===== config.mk =====
export PLATFORM = sky130hd
export DESIGN_NAME = ccmp_out_demux
export DESIGN_NICKNAME = d
export VERILOG_FILES = /design/src/rtl/ccmp_out_demux.sv
export SDC_FILE = /design/constraint.sdc
export NUM_CORES = 1
export LEC_CHECK = 0
export ABC_AREA = 0
export CAP_MARGIN = 0
export CORE_ASPECT_RATIO = 0.8
export CORE_MARGIN = 2
export CORE_UTILIZATION = 55
export CTS_CLUSTER_SIZE = 8
export DETAILED_ROUTE_END_ITERATION = 16
export MAX_ROUTING_LAYER = met4
export PLACE_DENSITY_LB_ADDON = 0.25
export RECOVER_POWER = 25
export SYNTH_ARGS = -nofsm -noshare
export SYNTH_HDL_FRONTEND = slang
export SYNTH_SLANG_ARGS = --single-unit

===== constraint.sdc =====
create_clock -name macCoreClk -period 8.8 [get_ports macCoreClk]
set_clock_uncertainty 0.15 [all_clocks]
set_input_delay 1.76 -clock macCoreClk [delete_from_list [all_inputs] [get_ports macCoreClk]]
set_output_delay 1.76 -clock macCoreClk [all_outputs]
set_load 0.05 [all_outputs]

===== src/rtl/ccmp_out_demux.sv =====
// CCMP output demultiplexer: per-frame TX/RX steering through a show-ahead FIFO.
// Optional per-destination byte counters are enabled with CCMP_OUT_DEMUX_BYTECNT_EN.
module ccmp_out_demux #(
    parameter int DEPTH = 8,
    parameter int AW    = 3
) (
    input  logic          macCoreClk,
    input  logic          macCoreClkSoftRst,
    input  logic          rxCsIsIdle,
    input  logic          nullKeyFound,
    input  logic [7:0]    ccmpOutDataMux,
    input  logic          ccmpOutValidMux_p,
    input  logic          ccmpOutLastMux_p,
    input  logic          frameAbort_p,
    input  logic          txReady,
    input  logic          rxReady,
    input  logic          errClr_p,
    output logic [7:0]    txData,
    output logic          txValid,
    output logic          txLast,
    output logic [7:0]    rxData,
    output logic          rxValid,
    output logic          rxLast,
    output logic          rxPlain,
    output logic [AW:0]   fifoLevel,
    output logic          overflowErr,
    output logic          frameBusy
`ifdef CCMP_OUT_DEMUX_BYTECNT_EN
    ,
    output logic [15:0]   txByteCnt,
    output logic [15:0]   rxByteCnt
`endif
);

    typedef enum logic {
        IDLE    = 1'b0,
        INFRAME = 1'b1
    } state_t;

    // Entry layout {dir, plain, last, data}; dir = 1 means TX.
    localparam int EW = 11;
    localparam logic [AW:0] LVL_FULL = (AW + 1)'(DEPTH);
    localparam logic [AW:0] LVL_ONE  = (AW + 1)'(1);

    state_t          state;
    state_t          stateNext;
    logic            frameDir;
    logic            framePlain;
    logic            pushDir;
    logic            pushPlain;

    logic [EW-1:0]   mem [DEPTH];
    logic [AW-1:0]   wrPtr;
    logic [AW-1:0]   rdPtr;
    logic [AW:0]     level;
    logic [EW-1:0]   head;
    logic            empty;
    logic            full;
    logic            pop;
    logic            push;
    logic            dropByte;

    assign empty    = (level == '0);
    assign full     = (level == LVL_FULL);
    assign head     = mem[rdPtr];

    assign txValid  = !empty && head[10];
    assign rxValid  = !empty && !head[10];
    assign pop      = (txValid && txReady) || (rxValid && rxReady);
    assign push     = ccmpOutValidMux_p && (!full || pop);
    assign dropByte = ccmpOutValidMux_p && full && !pop;

    assign txData    = empty ? '0 : head[7:0];
    assign rxData    = empty ? '0 : head[7:0];
    assign txLast    = txValid && head[8];
    assign rxLast    = rxValid && head[8];
    assign rxPlain   = rxValid && head[9];
    assign fifoLevel = level;
    assign frameBusy = (state == INFRAME);

    // The first byte of a frame takes routing straight from the inputs;
    // later bytes use the copy latched on that first byte.
    always_comb begin
        stateNext = state;
        pushDir   = frameDir;
        pushPlain = framePlain;
        unique case (state)
            IDLE: begin
                pushDir   = rxCsIsIdle;
                pushPlain = nullKeyFound;
                if (ccmpOutValidMux_p && !ccmpOutLastMux_p) begin
                    stateNext = INFRAME;
                end
            end
            INFRAME: begin
                if (ccmpOutValidMux_p && ccmpOutLastMux_p) begin
                    stateNext = IDLE;
                end
            end
            default: stateNext = IDLE;
        endcase
    end

    always_ff @(posedge macCoreClk) begin
        if (macCoreClkSoftRst) begin
            state      <= IDLE;
            frameDir   <= 1'b0;
            framePlain <= 1'b0;
        end else if (frameAbort_p) begin
            state      <= IDLE;
        end else begin
            state <= stateNext;
            if (state == IDLE && ccmpOutValidMux_p) begin
                frameDir   <= rxCsIsIdle;
                framePlain <= nullKeyFound;
            end
        end
    end

    always_ff @(posedge macCoreClk) begin
        if (macCoreClkSoftRst || frameAbort_p) begin
            wrPtr <= '0;
            rdPtr <= '0;
            level <= '0;
        end else begin
            if (push) begin
                wrPtr <= wrPtr + 1'b1;
            end
            if (pop) begin
                rdPtr <= rdPtr + 1'b1;
            end
            unique case ({push, pop})
                2'b10:   level <= level + LVL_ONE;
                2'b01:   level <= level - LVL_ONE;
                default: level <= level;
            endcase
        end
    end

    always_ff @(posedge macCoreClk) begin
        if (push && !frameAbort_p && !macCoreClkSoftRst) begin
            mem[wrPtr] <= {pushDir, pushPlain, ccmpOutLastMux_p, ccmpOutDataMux};
        end
    end

    // Set has priority over clear so a coincident overflow is never lost.
    always_ff @(posedge macCoreClk) begin
        if (macCoreClkSoftRst) begin
            overflowErr <= 1'b0;
        end else if (dropByte && !frameAbort_p) begin
            overflowErr <= 1'b1;
        end else if (errClr_p) begin
            overflowErr <= 1'b0;
        end
    end

`ifdef CCMP_OUT_DEMUX_BYTECNT_EN
    logic        txPop;
    logic        rxPop;
    logic        txClrPend;
    logic        rxClrPend;
    logic [15:0] txBase;
    logic [15:0] rxBase;

    assign txPop  = txValid && txReady;
    assign rxPop  = rxValid && rxReady;
    // A count stays visible for one cycle after its last byte, then restarts.
    assign txBase = txClrPend ? '0 : txByteCnt;
    assign rxBase = rxClrPend ? '0 : rxByteCnt;

    always_ff @(posedge macCoreClk) begin
        if (macCoreClkSoftRst || frameAbort_p) begin
            txByteCnt <= '0;
            rxByteCnt <= '0;
            txClrPend <= 1'b0;
            rxClrPend <= 1'b0;
        end else begin
            if (txPop) begin
                txByteCnt <= (txBase == 16'hFFFF) ? txBase : txBase + 16'd1;
            end else begin
                txByteCnt <= txBase;
            end
            if (rxPop) begin
                rxByteCnt <= (rxBase == 16'hFFFF) ? rxBase : rxBase + 16'd1;
            end else begin
                rxByteCnt <= rxBase;
            end
            txClrPend <= txPop && head[8];
            rxClrPend <= rxPop && head[8];
        end
    end
`endif

endmodule


==> metrics.txt <==
outcome completed; net count after synthesis ~300; worst-case headroom to the max-slew limit 29.6%; count leader, synth sky130_fd_sc_hd__edfxtp_1; clock root cell sky130_fd_sc_hd__clkbuf_8; Post-synth EDFFs just under 90; worst voltage drop across the vdd grid approximately 0.15 mV; post-synthesis compound-gate area fraction approximately 2.0%; static leakage power 1.66 nW; count of clock tree sinks between 100 and 150; number of flip-flops and latches in the synthesized netlist 105; post-synthesis simple-gate area fraction 7.33%; Antenna diodes 0; DRC violation count after routing 0; Hold/Removal Path Class reg -> reg; final layout net count between 300 and 400; CTS clk-pin slew, worst paths 0.10 ns; gpl congestion 0.781; Layout Utilization approximately 66%; maximum number of pins on one net before global-route repair 29; number of H-tree levels 3; Routed Antenna Nets 0; Site Rows 29; number of buffers created by CTS 9; achievable frequency 199 MHz; proportion of synthesized chip area in sequential cells between 60% and 70%; most area-hungry cell type in the Yosys netlist sky130_fd_sc_hd__edfxtp_1; Cells after Synth between 200 and 300; transition at the pin with the smallest max-transition slack roughly 1.1 ns; overall track demand over capacity in global routing approximately a fifth; Max Root-Sink Buffers 2; Adder-Cell Fraction of Synth Area between 1 and 1.5%; commonest cells in the synthesized netlist 88 x sky130_fd_sc_hd__edfxtp_1, 26 x sky130_fd_sc_hd__mux2i_1, 22 x sky130_fd_sc_hd__mux4_2, 19 x sky130_fd_sc_hd__nor2_1, 17 x sky130_fd_sc_hd__dfxtp_1; maximum fanout along the worst path 22; drt first-iter violations between 80 and 90; arrival time of the worst setup path between 3 and 4 ns; drt total wl about 8 mm; wire length of the first global-routing pass about 12 mm; setup repair after global routing missed its margin no; area fraction of the dominant cell type after synthesis 58.8%; Resized Gates After CTS 0; Synth Area in XOR/XNOR less than 1%; Global Route met1 Usage about a quarter; first-pass iteration count of the detailed router 4; met2 capacity usage during global routing 31.6%; hold buffers post-CTS 0; wire length per cell after detailed routing about 19 µm; horizontal die dimension approximately 110 µm; cell area after synthesis around 4500 µm²; overall via count from detail_route roughly 2,400; grt total ovfl 0; Post-CTS Setup Inserts 0; Die Outline Area 8910 µm²; final worst-path cycle share between 50% and 60%; Chip Height 84.8 µm; critical path type reg -> out; Yosys warning total 0; clock tree from TritonCTS built; met3 Resource Use GR under 10%; data required time of the critical path approximately 6.9 ns; largest cells by area after synthesis sky130_fd_sc_hd__edfxtp_1 59%, sky130_fd_sc_hd__mux4_2 11%, sky130_fd_sc_hd__dfxtp_1 7.6%, sky130_fd_sc_hd__mux2i_1 5.8%, sky130_fd_sc_hd__nor2_1 1.6%; fraction of layout cells with a size suffix above 1 a little under a fifth; share of flip-flops with an asynchronous set or reset 0%; reg-to-reg endpoint fifoLevel[2]; max-slew violation count 0; Port-buffer cells 44; average cell area after synthesis about 16 µm²; drt via density 5.65; number of global-route vias before repair 2,420; initial cell density of the core a little under three fifths; hold violation count in the final report 0; shortest clock period the worst path allows after layout 5.03 ns; Distinct cells, synth 33; Critical path destination txLast; CP startpoint kind register; type of element capturing the critical path output port; reg-to-reg setup timing slack approximately 5 ns; GRT busiest layer met2; area added between synthesis and finish 16.7%; post-DP HPWL just over 5 mm; Max Cap Viol 0; insertion delay to the later sink of the worst-skew pair ~0.36 ns; count of final setup violators 0; Post-synth top flop sky130_fd_sc_hd__edfxtp_1; I/O pins 45; main combinational cell family by area after synthesis multiplexers; antenna violations before repair 0; mux contribution to synthesized area approximately 19%; reg2reg path depth 11; Setup TNS Final 0 ns; Power per Cell Area roughly 180 nW/µm²; Core Region around 7900 µm²; Fillers 595
[worst min path at each step]
stage	from	to	slack, ns	depth (start not counted)
floorplan	rdPtr[2]	register	0.30	2
detailed placement	rdPtr[2]	register	0.32	2
CTS	rdPtr[2]	rdPtr[2]	0.34	2
global placement	rdPtr[2]	rdPtr[2]	0.31	2
finish	rdPtr[2]	rdPtr[2]	0.34	2
global route	rdPtr[2]	rdPtr[2]	0.37	2
[worst max-delay path, stage by stage (launching register included)]
cell and delay, ns:
sky130_fd_sc_hd__dfxtp_1 1.03, sky130_fd_sc_hd__mux4_2 0.70, sky130_fd_sc_hd__nor3_1 0.20, sky130_fd_sc_hd__clkdlybuf4s50_1 0.83
[layout make-up]
cell class              instances  area, µm²  share of cell area, %
clock buffers                   9        124                   2.36
clock inverters                 7       61.3                   1.17
inverters                       3       11.3                  0.215
multi-input cells             144       1450                   27.7
flip-flops and latches        105       2980                   56.9
well taps                     108        135                   2.58
repair buffers                 49        478                   9.11
[sequential cells by signal, summed over array words and instances, names as in the netlist, named ones only]
signal	flops
fifoLevel	4
frameDir	1
framePlain	1
mem	88
overflowErr	1
rdPtr	3
wrPtr	3
[placed cells by master, fill, tap and decap left out, drive strengths merged]
cell | synthesis | layout
a211o | 1 | 1
a211oi | 1 | 1
a21o | 2 | 2
a21oi | 4 | 4
and3 | 1 | 1
buf | 11 | 5
clkbuf | 12 | 9
clkdlybuf4s50 | 0 | 37
clkinv | 0 | 3
clkinvlp | 0 | 1
dfxtp | 17 | 17
dlygate4sd3 | 0 | 7
edfxtp | 88 | 88
ha | 5 | 5
inv | 3 | 6
mux2 | 9 | 9
mux2i | 26 | 26
mux4 | 22 | 22
nand2 | 12 | 12
nand2b | 3 | 3
nand3 | 4 | 4
nand3b | 2 | 2
nor2 | 19 | 19
nor3 | 5 | 5
nor3b | 3 | 3
nor4 | 7 | 7
o211ai | 3 | 3
o21ai | 3 | 3
or2 | 1 | 1
or3 | 6 | 6
or4 | 1 | 1
or4b | 1 | 1
xor2 | 3 | 3
[stage by stage]
stage	total power [mW]	cell area, µm²	std cells	setup WS, ns	hold slack (ns)
floorplan	0.634	4490	275	4.50	0.296
global placement	0.669	5060	409	4.16	0.311
detailed placement	0.671	5060	409	4.09	0.324
CTS	0.942	5240	425	3.70	0.339
global route	0.967	5240	425	3.58	0.374
finish	0.934	5240	425	3.77	0.336
[kinds of logic (layout without fill, tap and decap cells)]
| logic type | after synthesis | in the layout |
|---|---|---|
| buf+inv | 26 | 68 |
| mux | 57 | 57 |
| simple gates | 65 | 65 |
| xor+xnor | 3 | 3 |
| flops | 105 | 105 |
| compound gates | 14 | 14 |
| fa+ha+maj | 5 | 5 |
[where the power goes]
part           switching, mW  internal (mW)
Sequential           0.00649          0.543
Clock                  0.167          0.108
Combinational         0.0678         0.0415
Total                  0.242          0.692
[layer usage]
metal,up-vias,share of wire [%]
li1,1140,-
met1,1200,45
met2,49,50
met3,12,4.0
met4,0,1.2
met5,-,0
(Power assumes the default switching activity.)
